==> src/rtl/pll_reset_seq_pkg.sv <==
// Shared types for the PLL reset sequencer: FSM state encoding and sizing helpers.
// No logic, no latency, no flow control.
package pll_reset_seq_pkg;

  typedef enum logic [2:0] {
    PLL_RST   = 3'd0,
    WAIT_LOCK = 3'd1,
    REL_SHIFT = 3'd2,
    REL_PIXEL = 3'd3,
    RUN       = 3'd4
  } seq_state_e;

  // Bits needed to count 0..v-1; never narrower than one bit.
  function automatic int unsigned cnt_width(input int unsigned v);
    int unsigned w;
    w = 1;
    while ((64'd1 << w) < 64'(v)) w++;
    return w;
  endfunction

  function automatic int unsigned max3(input int unsigned a, input int unsigned b,
                                       input int unsigned c);
    int unsigned m;
    m = (a > b) ? a : b;
    return (m > c) ? m : c;
  endfunction

  function automatic logic [7:0] sat_inc8(input logic [7:0] v);
    return (v == 8'hFF) ? v : v + 8'd1;
  endfunction

endpackage

==> src/rtl/sync_bit.sv <==
// Multi-flop synchroniser for a single asynchronous level, cleared by synchronous reset.
// Latency STAGES cycles; no flow control.
module sync_bit #(
  parameter int unsigned STAGES = 2
) (
  input  logic clk,
  input  logic rst,
  input  logic d,
  output logic q
);

  logic [STAGES-1:0] chain;

  always_ff @(posedge clk) begin
    if (rst) chain <= '0;
    else     chain <= {chain[STAGES-2:0], d};
  end

  assign q = chain[STAGES-1];

endmodule

==> src/rtl/pll_reset_sequencer.sv <==
// Qualifies PLL lock and releases shift, pixel, CPU resets in order; re-resets PLL on lock timeout.
// All outputs registered; optional loss counter via PLL_RESET_SEQUENCER_LOSS_COUNT_EN.
module pll_reset_sequencer
  import pll_reset_seq_pkg::*;
#(
  parameter int unsigned SYNC_STAGES         = 2,
  parameter int unsigned PLL_RST_CYCLES      = 16,
  parameter int unsigned LOCK_STABLE_CYCLES  = 4096,
  parameter int unsigned STAGE_GAP_CYCLES    = 256,
  parameter int unsigned LOCK_TIMEOUT_CYCLES = 1048576
) (
  input  logic       clki,
  input  logic       rst,
  input  logic       locked_i,
  output logic       pll_reset_o,
  output logic       rst_shift_o,
  output logic       rst_pixel_o,
  output logic       rst_cpu_o,
  output logic       ready_o,
  output logic [2:0] state_o
`ifdef PLL_RESET_SEQUENCER_LOSS_COUNT_EN
  ,
  output logic [7:0] lock_loss_cnt_o
`endif
);

  if (SYNC_STAGES < 2 || PLL_RST_CYCLES == 0 || LOCK_STABLE_CYCLES == 0 ||
      STAGE_GAP_CYCLES == 0 || LOCK_TIMEOUT_CYCLES == 0) begin : g_param_check
    $error("pll_reset_sequencer: illegal parameter value");
  end

  localparam int unsigned CW = cnt_width(max3(PLL_RST_CYCLES, LOCK_STABLE_CYCLES,
                                              STAGE_GAP_CYCLES));
  localparam int unsigned TW = cnt_width(LOCK_TIMEOUT_CYCLES);

  localparam logic [CW-1:0] PRC_LAST = CW'(PLL_RST_CYCLES - 1);
  localparam logic [CW-1:0] STB_LAST = CW'(LOCK_STABLE_CYCLES - 1);
  localparam logic [CW-1:0] GAP_LAST = CW'(STAGE_GAP_CYCLES - 1);
  localparam logic [TW-1:0] TMO_LAST = TW'(LOCK_TIMEOUT_CYCLES - 1);

  logic          locked_s;
  seq_state_e    state;
  logic [CW-1:0] cnt;
  logic [TW-1:0] tmo;

  sync_bit #(
    .STAGES(SYNC_STAGES)
  ) u_lock_sync (
    .clk(clki),
    .rst(rst),
    .d  (locked_i),
    .q  (locked_s)
  );

  // cnt is the per-state cycle counter; in WAIT_LOCK it doubles as the stable-lock run length.
  always_ff @(posedge clki) begin
    if (rst) begin
      state       <= PLL_RST;
      cnt         <= '0;
      tmo         <= '0;
      pll_reset_o <= 1'b1;
      rst_shift_o <= 1'b1;
      rst_pixel_o <= 1'b1;
      rst_cpu_o   <= 1'b1;
      ready_o     <= 1'b0;
`ifdef PLL_RESET_SEQUENCER_LOSS_COUNT_EN
      lock_loss_cnt_o <= 8'd0;
`endif
    end else begin
      unique case (state)
        PLL_RST: begin
          if (cnt == PRC_LAST) begin
            state       <= WAIT_LOCK;
            cnt         <= '0;
            tmo         <= '0;
            pll_reset_o <= 1'b0;
          end else begin
            cnt <= cnt + 1'b1;
          end
        end

        WAIT_LOCK: begin
          // Qualification is tested first so it wins a same-cycle tie with the timeout.
          if (locked_s && cnt == STB_LAST) begin
            state       <= REL_SHIFT;
            cnt         <= '0;
            tmo         <= '0;
            rst_shift_o <= 1'b0;
          end else if (tmo == TMO_LAST) begin
            state       <= PLL_RST;
            cnt         <= '0;
            tmo         <= '0;
            pll_reset_o <= 1'b1;
`ifdef PLL_RESET_SEQUENCER_LOSS_COUNT_EN
            lock_loss_cnt_o <= sat_inc8(lock_loss_cnt_o);
`endif
          end else begin
            tmo <= tmo + 1'b1;
            cnt <= locked_s ? cnt + 1'b1 : '0;
          end
        end

        REL_SHIFT, REL_PIXEL, RUN: begin
          if (!locked_s) begin
            // Lock lost: drop every domain back into reset together, but leave the PLL running.
            state       <= WAIT_LOCK;
            cnt         <= '0;
            tmo         <= '0;
            rst_shift_o <= 1'b1;
            rst_pixel_o <= 1'b1;
            rst_cpu_o   <= 1'b1;
            ready_o     <= 1'b0;
`ifdef PLL_RESET_SEQUENCER_LOSS_COUNT_EN
            lock_loss_cnt_o <= sat_inc8(lock_loss_cnt_o);
`endif
          end else if (state != RUN && cnt == GAP_LAST) begin
            cnt <= '0;
            if (state == REL_SHIFT) begin
              state       <= REL_PIXEL;
              rst_pixel_o <= 1'b0;
            end else begin
              state     <= RUN;
              rst_cpu_o <= 1'b0;
              ready_o   <= 1'b1;
            end
          end else if (state != RUN) begin
            cnt <= cnt + 1'b1;
          end
        end

        default: begin
          state       <= PLL_RST;
          cnt         <= '0;
          tmo         <= '0;
          pll_reset_o <= 1'b1;
          rst_shift_o <= 1'b1;
          rst_pixel_o <= 1'b1;
          rst_cpu_o   <= 1'b1;
          ready_o     <= 1'b0;
        end
      endcase
    end
  end

  assign state_o = state;

endmodule

==> config.mk <==
export PLATFORM = sky130hd
export DESIGN_NAME = pll_reset_sequencer
export DESIGN_NICKNAME = d
export VERILOG_FILES = /design/src/rtl/pll_reset_seq_pkg.sv /design/src/rtl/sync_bit.sv /design/src/rtl/pll_reset_sequencer.sv
export SDC_FILE = /design/constraint.sdc
export NUM_CORES = 1
export LEC_CHECK = 0
export CORE_MARGIN = 2
export CORE_UTILIZATION = 30
export CTS_CLUSTER_DIAMETER = 30
export DETAILED_ROUTE_END_ITERATION = 7
export PLACE_DENSITY = 0.54
export SLEW_MARGIN = 25
export SYNTH_ARGS = -nofsm -noshare
export SYNTH_HDL_FRONTEND = slang
export SYNTH_SLANG_ARGS = --single-unit
==> constraint.sdc <==
create_clock -name clki -period 3.1 [get_ports clki]
set_clock_uncertainty 0.05 [all_clocks]
set_input_delay 0.62 -clock clki [delete_from_list [all_inputs] [get_ports clki]]
set_output_delay 0.62 -clock clki [all_outputs]
set_load 0.03 [all_outputs]
==> impl_metrics.env, run 1 <==
export IMPL_cts_resized_gates=0
export IMPL_critPathKind="flop to flop"
export IMPL_antenna_cells=0
export IMPL_synthFlopType="dfxtp_1"
export IMPL_slew_headroom=0.513
export IMPL_ir_drop_mv=0.216
export IMPL_grt_max_degree=20
export IMPL_cts_sinks=42
export IMPL_cp_end_kind="flop"
export IMPL_synth_cells=253
export IMPL_maxSlewViolCount=0
export IMPL_grt_overflow_total=0
export IMPL_synth_top_area_cell="dfxtp_1"
export IMPL_synth_nets=258
export IMPL_cts_root_buf="clkbuf_8"
export IMPL_wl_per_cell_um=12.7
export IMPL_cp_max_fo=19
export IMPL_netlist_top_cells_area="dfxtp_1 (40%), nor2_1 (5.8%), nand3_1 (5.0%)"
export IMPL_synth_avg_cell_area_um2=8.38
export IMPL_core_um2=6830
export IMPL_drt_iter0_drc=78
export IMPL_cp_required_ns=3.23
export IMPL_clk_pin_slew_ns=0.08
export IMPL_yosys_register_bits=42
export IMPL_antenna_left=0
export IMPL_dp_slack_ns=0.588
export IMPL_cts_setup_buffers=0
export IMPL_clkLatencyLatePin_ns=0.30
export IMPL_grt_pass1_vias=1610
export IMPL_clk_path_buf_depth=2
export IMPL_ys_seq_area_frac=0.396
export IMPL_placementRows=30
export IMPL_wl_mm=4.54
export IMPL_gp_congestion=0.792
export IMPL_synthTopCellsByCount="dfxtp_1 (42), nor2_1 (33), nand2_1 (22)"
export IMPL_syn_to_final_growth_pct=13.5
export IMPL_numCtsBuffers=5
export IMPL_ctsHtreeMaxLevel=2
export IMPL_worstSetupStartpointType="flop"
export IMPL_power_density_nw_per_um2=440
export IMPL_tns_ns=0
export IMPL_die_area_um2=7760
export IMPL_hold_violations=0
export IMPL_maxCapViolations=0
export IMPL_viasPerCell=4.89
export IMPL_max_freq_mhz=399
export IMPL_placed_cell_area_um2=2310
export IMPL_yosysWarnings=0
export IMPL_drc_errors=0
export IMPL_synth_top_area_frac=0.396
export IMPL_antenna_found_initial=0
export IMPL_setup_slack_ns=0.595
export IMPL_fin_nets=267
export IMPL_drive_above_1_share=0.0913
export IMPL_status="complete, no violations"
export IMPL_layout_min_cycle_time_ns=2.51
export IMPL_ioPinCount=11
export IMPL_design_area_um2=2410
export IMPL_hpwl_mm=3.20
export IMPL_netlist_area_um2=2120
export IMPL_p_leak_nw=0.797
export IMPL_start_util=0.310
export IMPL_port_buffers=10
export IMPL_synth_edf_count=0
export IMPL_grt_pass1_wl_mm=7.70
export IMPL_die_h_um=88.1
export IMPL_worst_pin_slew_ns=0.728
export IMPL_setup_viol=0
export IMPL_routed_via_count=1756
export IMPL_holdBufCountCts=0
export IMPL_synthArstFlopShare=0
export IMPL_drtPass1Iterations=4
export IMPL_arrival_ns=2.63
export IMPL_grt_setup_unrepaired="false"
export IMPL_hp_class="flop to flop"
export IMPL_tritoncts="built"
export IMPL_finalCritPeriodShare=0.808
export IMPL_yosysMostFrequentCell="dfxtp_1"
export IMPL_yosys_cell_types_count=46
export IMPL_fp_dieW_um=88.1
export IMPL_grt_util_all_layers=0.126
critical path: stages (launching register included):
cell,delay (ns)
dfxtp_1,0.40
ha_1,0.24
nand3_1,0.15
nor4_2,0.51
nor2_1,0.16
a211o_1,0.36
buf_4,0.23
a31oi_1,0.19
mux2i_1,0.09
report_power, final:
group | total [mW] | internal, mW | switching [mW]
combinational | 0.116 | 0.0444 | 0.0720
sequential | 0.570 | 0.552 | 0.0178
clock | 0.373 | 0.180 | 0.193
total | 1.06 | 0.776 | 0.282
cell usage in the layout, fill, tap and decap left out, drive strengths merged, types with 2 or more instances in the layout:
cell type,Yosys,layout
clkdlybuf4s50,0,10
or3b,2,2
clkbuf,3,7
o311ai,2,2
xnor2,7,7
nand2,22,22
inv,7,7
or3,3,3
nor4,6,6
o21bai,3,3
a21oi,8,8
ha,2,2
mux2i,4,4
and3,6,6
nor3,7,7
a31oi,8,8
xor2,12,12
dfxtp,42,42
nand3b,3,3
nand4,11,11
and4,2,2
nor2,33,33
buf,11,6
o21ai,8,8
nor2b,4,4
nand3,22,22
o22ai,2,2
kinds of logic after synthesis:
| kind of cell | Yosys count | share of synthesized area |
|---|---|---|
| fa+ha+maj | 2 | 0.0118 |
| simple gates | 126 | 0.329 |
| buf+inv | 21 | 0.0460 |
| xor+xnor | 19 | 0.0785 |
| compound gates | 39 | 0.120 |
| flops | 42 | 0.396 |
| mux | 4 | 0.0189 |
metal layers:
layer	vias to the layer above	track usage	wire length, um
met2	13	0.189	1990
met1	810	0.172	2380
met4	0	0.0565	70
li1	928	-	-
met3	5	0.0292	99
met5	-	0	0
sequential cells by signal, summed over array words and instances (netlist names):
register           cells
rst_pixel_o            1
rst_cpu_o              1
pll_reset_o            1
state_o                3
rst_shift_o            1
u_lock_sync.chain      2
tmo                   20
cnt                   12
ready_o                1
path summary, 6_finish.rpt:
kind / from / endpoint / slack, ns / depth (start not counted)
worst min register to register: u_lock_sync.chain[0] / u_lock_sync.chain[1] / 0.39 / 1
worst max-delay path: cnt[0] / cnt[2] / 0.59 / 8
worst max register to register: cnt[0] / cnt[2] / 0.59 / 8
worst min-delay path: u_lock_sync.chain[0] / u_lock_sync.chain[1] / 0.39 / 1
layout make-up:
type	instances	area (um2)
Clock inverter	1	5.00
Timing Repair Buffer	16	145
Fill cell	731	4430
Clock buffer	7	86.3
Inverter	7	26.3
Multi-Input combinational cell	190	1180
Tap cell	96	120
Sequential cell	42	841
through the flow:
stage	total power [mW]	cells	hold WS, ns	util
after floorplan	0.667	253	0.364	-
after global placement	0.698	351	0.369	0.339
after detailed placement	0.700	351	0.376	0.339
after CTS	1.07	359	0.396	0.352
after global routing	1.11	359	0.418	0.352
final	1.06	359	0.390	0.352
Power figures use the tool's default switching activity.
==> inputs of run 2 (changes only) <==
PLACE_DENSITY = 0.55   (was 0.54)
clock period = 2.2 ns   (was 3.1 ns; I/O delays follow)
==> run 2 against run 1 <==
Non-clock buffer count is 26 higher. First-iteration DRC count is 17% lower. Register-to-register slack worse by 0.53 ns. Design area is 12% higher. Count of clock-buffer cells in the layout is 1 lower. Critical endpoint is now state_o[1]. Largest power group unchanged.
==> impl_metrics.env, run 2 (synthesis results as in run 1) <==
export IMPL_ir_drop_mv=0.294
export IMPL_viasPerCell=4.83
export IMPL_wl_mm=4.83
export IMPL_maxCapViolations=0
export IMPL_grt_max_degree=20
export IMPL_gp_congestion=0.798
export IMPL_drive_above_1_share=0.222
export IMPL_setup_viol=0
export IMPL_worstRegToRegCells=7
export IMPL_p_leak_nw=0.960
export IMPL_tritoncts="built"
export IMPL_worstSetupStartpointType="flop"
export IMPL_hold_depth=1
export IMPL_start_util=0.310
export IMPL_cp_end_kind="flop"
export IMPL_critPathKind="flop to flop"
export IMPL_ctsHtreeMaxLevel=2
export IMPL_fp_dieW_um=88.1
export IMPL_drtPass1Iterations=4
export IMPL_slew_headroom=0.412
export IMPL_die_h_um=88.1
export IMPL_numCtsBuffers=5
export IMPL_r2r_slack_ns=0.06
export IMPL_dp_slack_ns=-0.0507
export IMPL_worst_pin_slew_ns=0.879
export IMPL_max_freq_mhz=468
export IMPL_cp_max_fo=5
export IMPL_grt_setup_unrepaired="true"
export IMPL_syn_to_final_growth_pct=27.6
export IMPL_tns_ns=0
export IMPL_grt_util_all_layers=0.135
export IMPL_grt_pass1_wl_mm=8.21
export IMPL_die_area_um2=7760
export IMPL_final_common_cell="dfxtp_1"
export IMPL_cts_sinks=42
export IMPL_maxSlewViolCount=0
export IMPL_regMostFlops="tmo"
export IMPL_min_delay_start="u_lock_sync.chain[0]"
export IMPL_placed_cell_area_um2=2500
export IMPL_fin_nets=293
export IMPL_core_um2=6830
export IMPL_status="complete, no violations"
export IMPL_power_density_nw_per_um2=613
export IMPL_drt_iter0_drc=65
export IMPL_crit_slowest_cell="a211o_4"
export IMPL_grt_overflow_total=0
export IMPL_grt_pass1_vias=1727
export IMPL_design_area_um2=2710
export IMPL_finalCritPeriodShare=0.972
export IMPL_hp_class="flop to flop"
export IMPL_final_core_util=0.396
export IMPL_path_cells="ha_4 -> nand4_1 -> nor4_4 -> nand3_2 -> a211o_4 -> or3b_1 -> a21oi_1"
export IMPL_placementRows=30
export IMPL_layout_common_cells="dfxtp_1 (38), nor2_1 (31), buf_4 (31)"
export IMPL_largest_register_ffs=20
export IMPL_r2r_start="tmo[0]"
export IMPL_hpwl_mm=3.33
export IMPL_setup_slack_ns=0.0611
export IMPL_min_delay_worst_endpoint="u_lock_sync.chain[1]"
export IMPL_slowest_delay_ns=0.40
export IMPL_port_buffers=10
export IMPL_layout_min_cycle_time_ns=2.14
export IMPL_antenna_cells=0
export IMPL_arrival_ns=2.32
export IMPL_clk_pin_slew_ns=0.08
export IMPL_clk_path_buf_depth=2
export IMPL_ioPinCount=11
export IMPL_wl_per_cell_um=12.6
export IMPL_hold_violations=0
export IMPL_r2r_end="state_o[1]"
export IMPL_cts_root_buf="clkbuf_8"
export IMPL_clkLatencyLatePin_ns=0.30
export IMPL_timing_hold_ws_ns=0.399
export IMPL_routed_via_count=1854
export IMPL_antenna_found_initial=0
export IMPL_drc_errors=0
export IMPL_antenna_left=0
export IMPL_cp_required_ns=2.39
## run 2: changes by cell type in the layout (fill, tap and decap cells not counted), moves of 2 or more
cell / change
dfxtp_1: -4
buf_4: +25
nor2_2: +2
a31oi_1: -2
dfxtp_2: +4
nor2_1: -2
ha_1: -2
## run 2: worst max path at each step
stage	start	endpoint	slack, ns	cells after the start
floorplan	state_o[2]	state_o[0]	0.05	9
global placement	cnt[0]	cnt[6]	-0.02	8
detailed placement	cnt[0]	cnt[6]	-0.05	8
CTS	cnt[4]	state_o[1]	0.03	6
global route	cnt[1]	state_o[1]	-0.03	7
finish	tmo[0]	state_o[1]	0.06	7
## run 2: per-stage QoR
| stage | instances | power (mW) |
|---|---|---|
| after floorplan | 253 | 0.939 |
| after global placement | 374 | 1.02 |
| after detailed placement | 374 | 1.02 |
| after CTS | 381 | 1.66 |
| after global routing | 384 | 1.73 |
| final | 384 | 1.66 |
## run 2: layout make-up
| class | count | area (um2) |
|---|---|---|
| clock inverters | 1 | 30.0 |
| repair buffers | 42 | 353 |
| clock buffers | 6 | 82.6 |
| multi-input cells | 190 | 1250 |
| fillers | 729 | 4130 |
| flip-flops and latches | 42 | 846 |
| inverters | 7 | 26.3 |
| well taps | 96 | 120 |
## run 2: worst max-delay path, delay by kind of cell (launching register included)
family,cells,cell delay (ns)
DFF,1,0.36
AOI/OAI and AO/OA,2,0.54
adders and majority gates,1,0.13
and+or+nand+nor,4,1.00
## run 2: routing by layer
| layer | vias to the layer above | global-route usage | wire (um) |
|---|---|---|---|
| met3 | 7 | 0.0283 | 169 |
| met4 | 0 | 0.0496 | 70 |
| met5 | - | 0 | 0 |
| met2 | 29 | 0.209 | 2170 |
| li1 | 971 | - | - |
| met1 | 847 | 0.187 | 2420 |
## run 2: timing repair
item | 4_1_cts | 5_1_grt
cloned | 0 | 0
pin swaps | 2 | 8
hold buffers | 0 | 0
gates resized for setup | 2 | 14
buffers inserted | 0 | 3
endpoints found under the setup margin | 12 | 31
## run 2: where the power goes
part,leakage [nW],internal (mW),switching (mW)
Clock,0.0573,0.363,0.269
Sequential,0.341,0.778,0.0181
Combinational,0.562,0.105,0.125
Total,0.960,1.25,0.412
==> inputs of run 3 (changes only) <==
MAX_ROUTING_LAYER = met4   (was default)
==> run 3 against run 2 <==
Design area unchanged. First-iteration DRC count up 7.7%. Critical path depth unchanged. Power about the same. Global-route usage up 0.40 points. Critical path type unchanged. Highest routed layer unchanged.
==> impl_metrics.env, run 3 (synthesis results as in run 1) <==
export IMPL_hpwl_mm=3.33
export IMPL_maxSlewViolCount=0
export IMPL_r2r_slack_ns=0.06
export IMPL_r2r_start="tmo[0]"
export IMPL_grt_pass1_wl_mm=8.20
export IMPL_largest_register_ffs=20
export IMPL_status="complete, no violations"
export IMPL_start_util=0.310
export IMPL_layout_min_cycle_time_ns=2.14
export IMPL_numCtsBuffers=5
export IMPL_tritoncts="built"
export IMPL_routed_via_count=1856
export IMPL_crit_buf_inv=0
export IMPL_gp_congestion=0.810
export IMPL_max_freq_mhz=468
export IMPL_grt_util_all_layers=0.139
export IMPL_final_core_util=0.396
export IMPL_fin_nets=293
export IMPL_hp_class="flop to flop"
export IMPL_cp_max_fo=5
export IMPL_wl_per_cell_um=12.6
export IMPL_ioPinCount=11
export IMPL_ir_drop_mv=0.293
export IMPL_r2r_end="state_o[1]"
export IMPL_worstRegToRegCells=7
export IMPL_core_um2=6830
export IMPL_layout_common_cells="dfxtp_1 (38), nor2_1 (31), buf_4 (31)"
export IMPL_antenna_cells=0
export IMPL_slew_headroom=0.412
export IMPL_cp_end_kind="flop"
export IMPL_path_cells="ha_4 -> nand4_1 -> nor4_4 -> nand3_2 -> a211o_4 -> or3b_1 -> a21oi_1"
export IMPL_placementRows=30
export IMPL_cp_top_family="simple AND/OR/NAND/NOR gates"
export IMPL_p_leak_nw=0.960
export IMPL_regMostFlops="tmo"
export IMPL_clkLatencyLatePin_ns=0.29
export IMPL_cp_depth=7
export IMPL_hold_violations=0
export IMPL_n_fill_cell=729
export IMPL_wl_mm=4.83
export IMPL_crit_slowest_cell="a211o_4"
export IMPL_holdBufCountCts=0
export IMPL_fp_dieW_um=88.1
export IMPL_drt_iter0_drc=70
export IMPL_seq_area_um2=846
export IMPL_final_common_cell="dfxtp_1"
export IMPL_drc_errors=0
export IMPL_worstSetupStartpointType="flop"
export IMPL_worst_pin_slew_ns=0.879
export IMPL_grt_overflow_total=0
export IMPL_critPathKind="flop to flop"
export IMPL_cp_startpoint="tmo[0]"
export IMPL_worstSetupEndpoint="state_o[1]"
export IMPL_antenna_left=0
export IMPL_port_buffers=10
export IMPL_clk_pin_slew_ns=0.08
export IMPL_ctsHtreeMaxLevel=2
export IMPL_maxCapViolations=0
export IMPL_drtPass1Iterations=4
export IMPL_viasPerCell=4.83
export IMPL_multi_input_area_um2=1250
export IMPL_grt_setup_unrepaired="true"
export IMPL_grt_pass1_vias=1731
export IMPL_die_h_um=88.1
export IMPL_power_density_nw_per_um2=612
export IMPL_grt_max_degree=20
export IMPL_antenna_found_initial=0
export IMPL_finalCritPeriodShare=0.972
export IMPL_die_area_um2=7760
export IMPL_setup_viol=0
export IMPL_cts_sinks=42
export IMPL_cts_root_buf="clkbuf_8"
export IMPL_syn_to_final_growth_pct=27.6
export IMPL_clk_path_buf_depth=2
export IMPL_timing_hold_ws_ns=0.399
export IMPL_drive_above_1_share=0.222
export IMPL_cp_required_ns=2.38
export IMPL_slowest_delay_ns=0.40
export IMPL_arrival_ns=2.32
run 3: area by class of cell:
| cell class | instances | area share |
|---|---|---|
| Inverter | 7 | 0.00971 |
| Clock buffer | 6 | 0.0305 |
| Timing Repair Buffer | 42 | 0.130 |
| Multi-Input combinational cell | 190 | 0.461 |
| Clock inverter | 1 | 0.0111 |
| Tap cell | 96 | 0.0444 |
| Sequential cell | 42 | 0.313 |
run 3: power breakdown:
group / internal, mW / switching (mW)
Combinational: 0.105 / 0.125
Clock: 0.363 / 0.268
Sequential: 0.778 / 0.0181
run 3: per-stage QoR:
stage	setup WS [ns]	area [um2]	setup TNS, ns	total power [mW]	std cells
after floorplan	0.0463	2120	0	0.939	253
after global placement	-0.0222	2500	-0.0813	1.02	374
after detailed placement	-0.0507	2500	-0.257	1.02	374
after CTS	0.0331	2620	0	1.66	381
after global routing	-0.0291	2710	-0.0291	1.73	384
final	0.0610	2710	0	1.66	384
run 3: worst min path at each step:
| stage | start | endpoint | slack (ns) | cells past startpoint |
|---|---|---|---|---|
| global placement | u_lock_sync.chain[0] | u_lock_sync.chain[1] | 0.38 | 1 |
| CTS | u_lock_sync.chain[0] | u_lock_sync.chain[1] | 0.41 | 1 |
| global route | u_lock_sync.chain[0] | u_lock_sync.chain[1] | 0.42 | 1 |
| detailed placement | u_lock_sync.chain[0] | u_lock_sync.chain[1] | 0.38 | 1 |
| floorplan | u_lock_sync.chain[0] | u_lock_sync.chain[1] | 0.36 | 1 |
| finish | u_lock_sync.chain[0] | u_lock_sync.chain[1] | 0.40 | 1 |
run 3: routing by layer:
metal / global-route usage / share of wire / up-vias / wire length [um]
li1: - / - / 971 / -
met3: 0.0283 / 0.034 / 8 / 164
met4: 0.0496 / 0.015 / 0 / 74
met5: - / 0 / - / 0
met1: 0.186 / 0.50 / 848 / 2430
met2: 0.210 / 0.45 / 29 / 2160
run 3: timing repair:
| action | CTS | global route |
|---|---|---|
| gates resized for setup | 2 | 14 |
| setup endpoints to repair | 12 | 31 |
| pin swaps | 2 | 8 |
| buffers inserted | 0 | 3 |
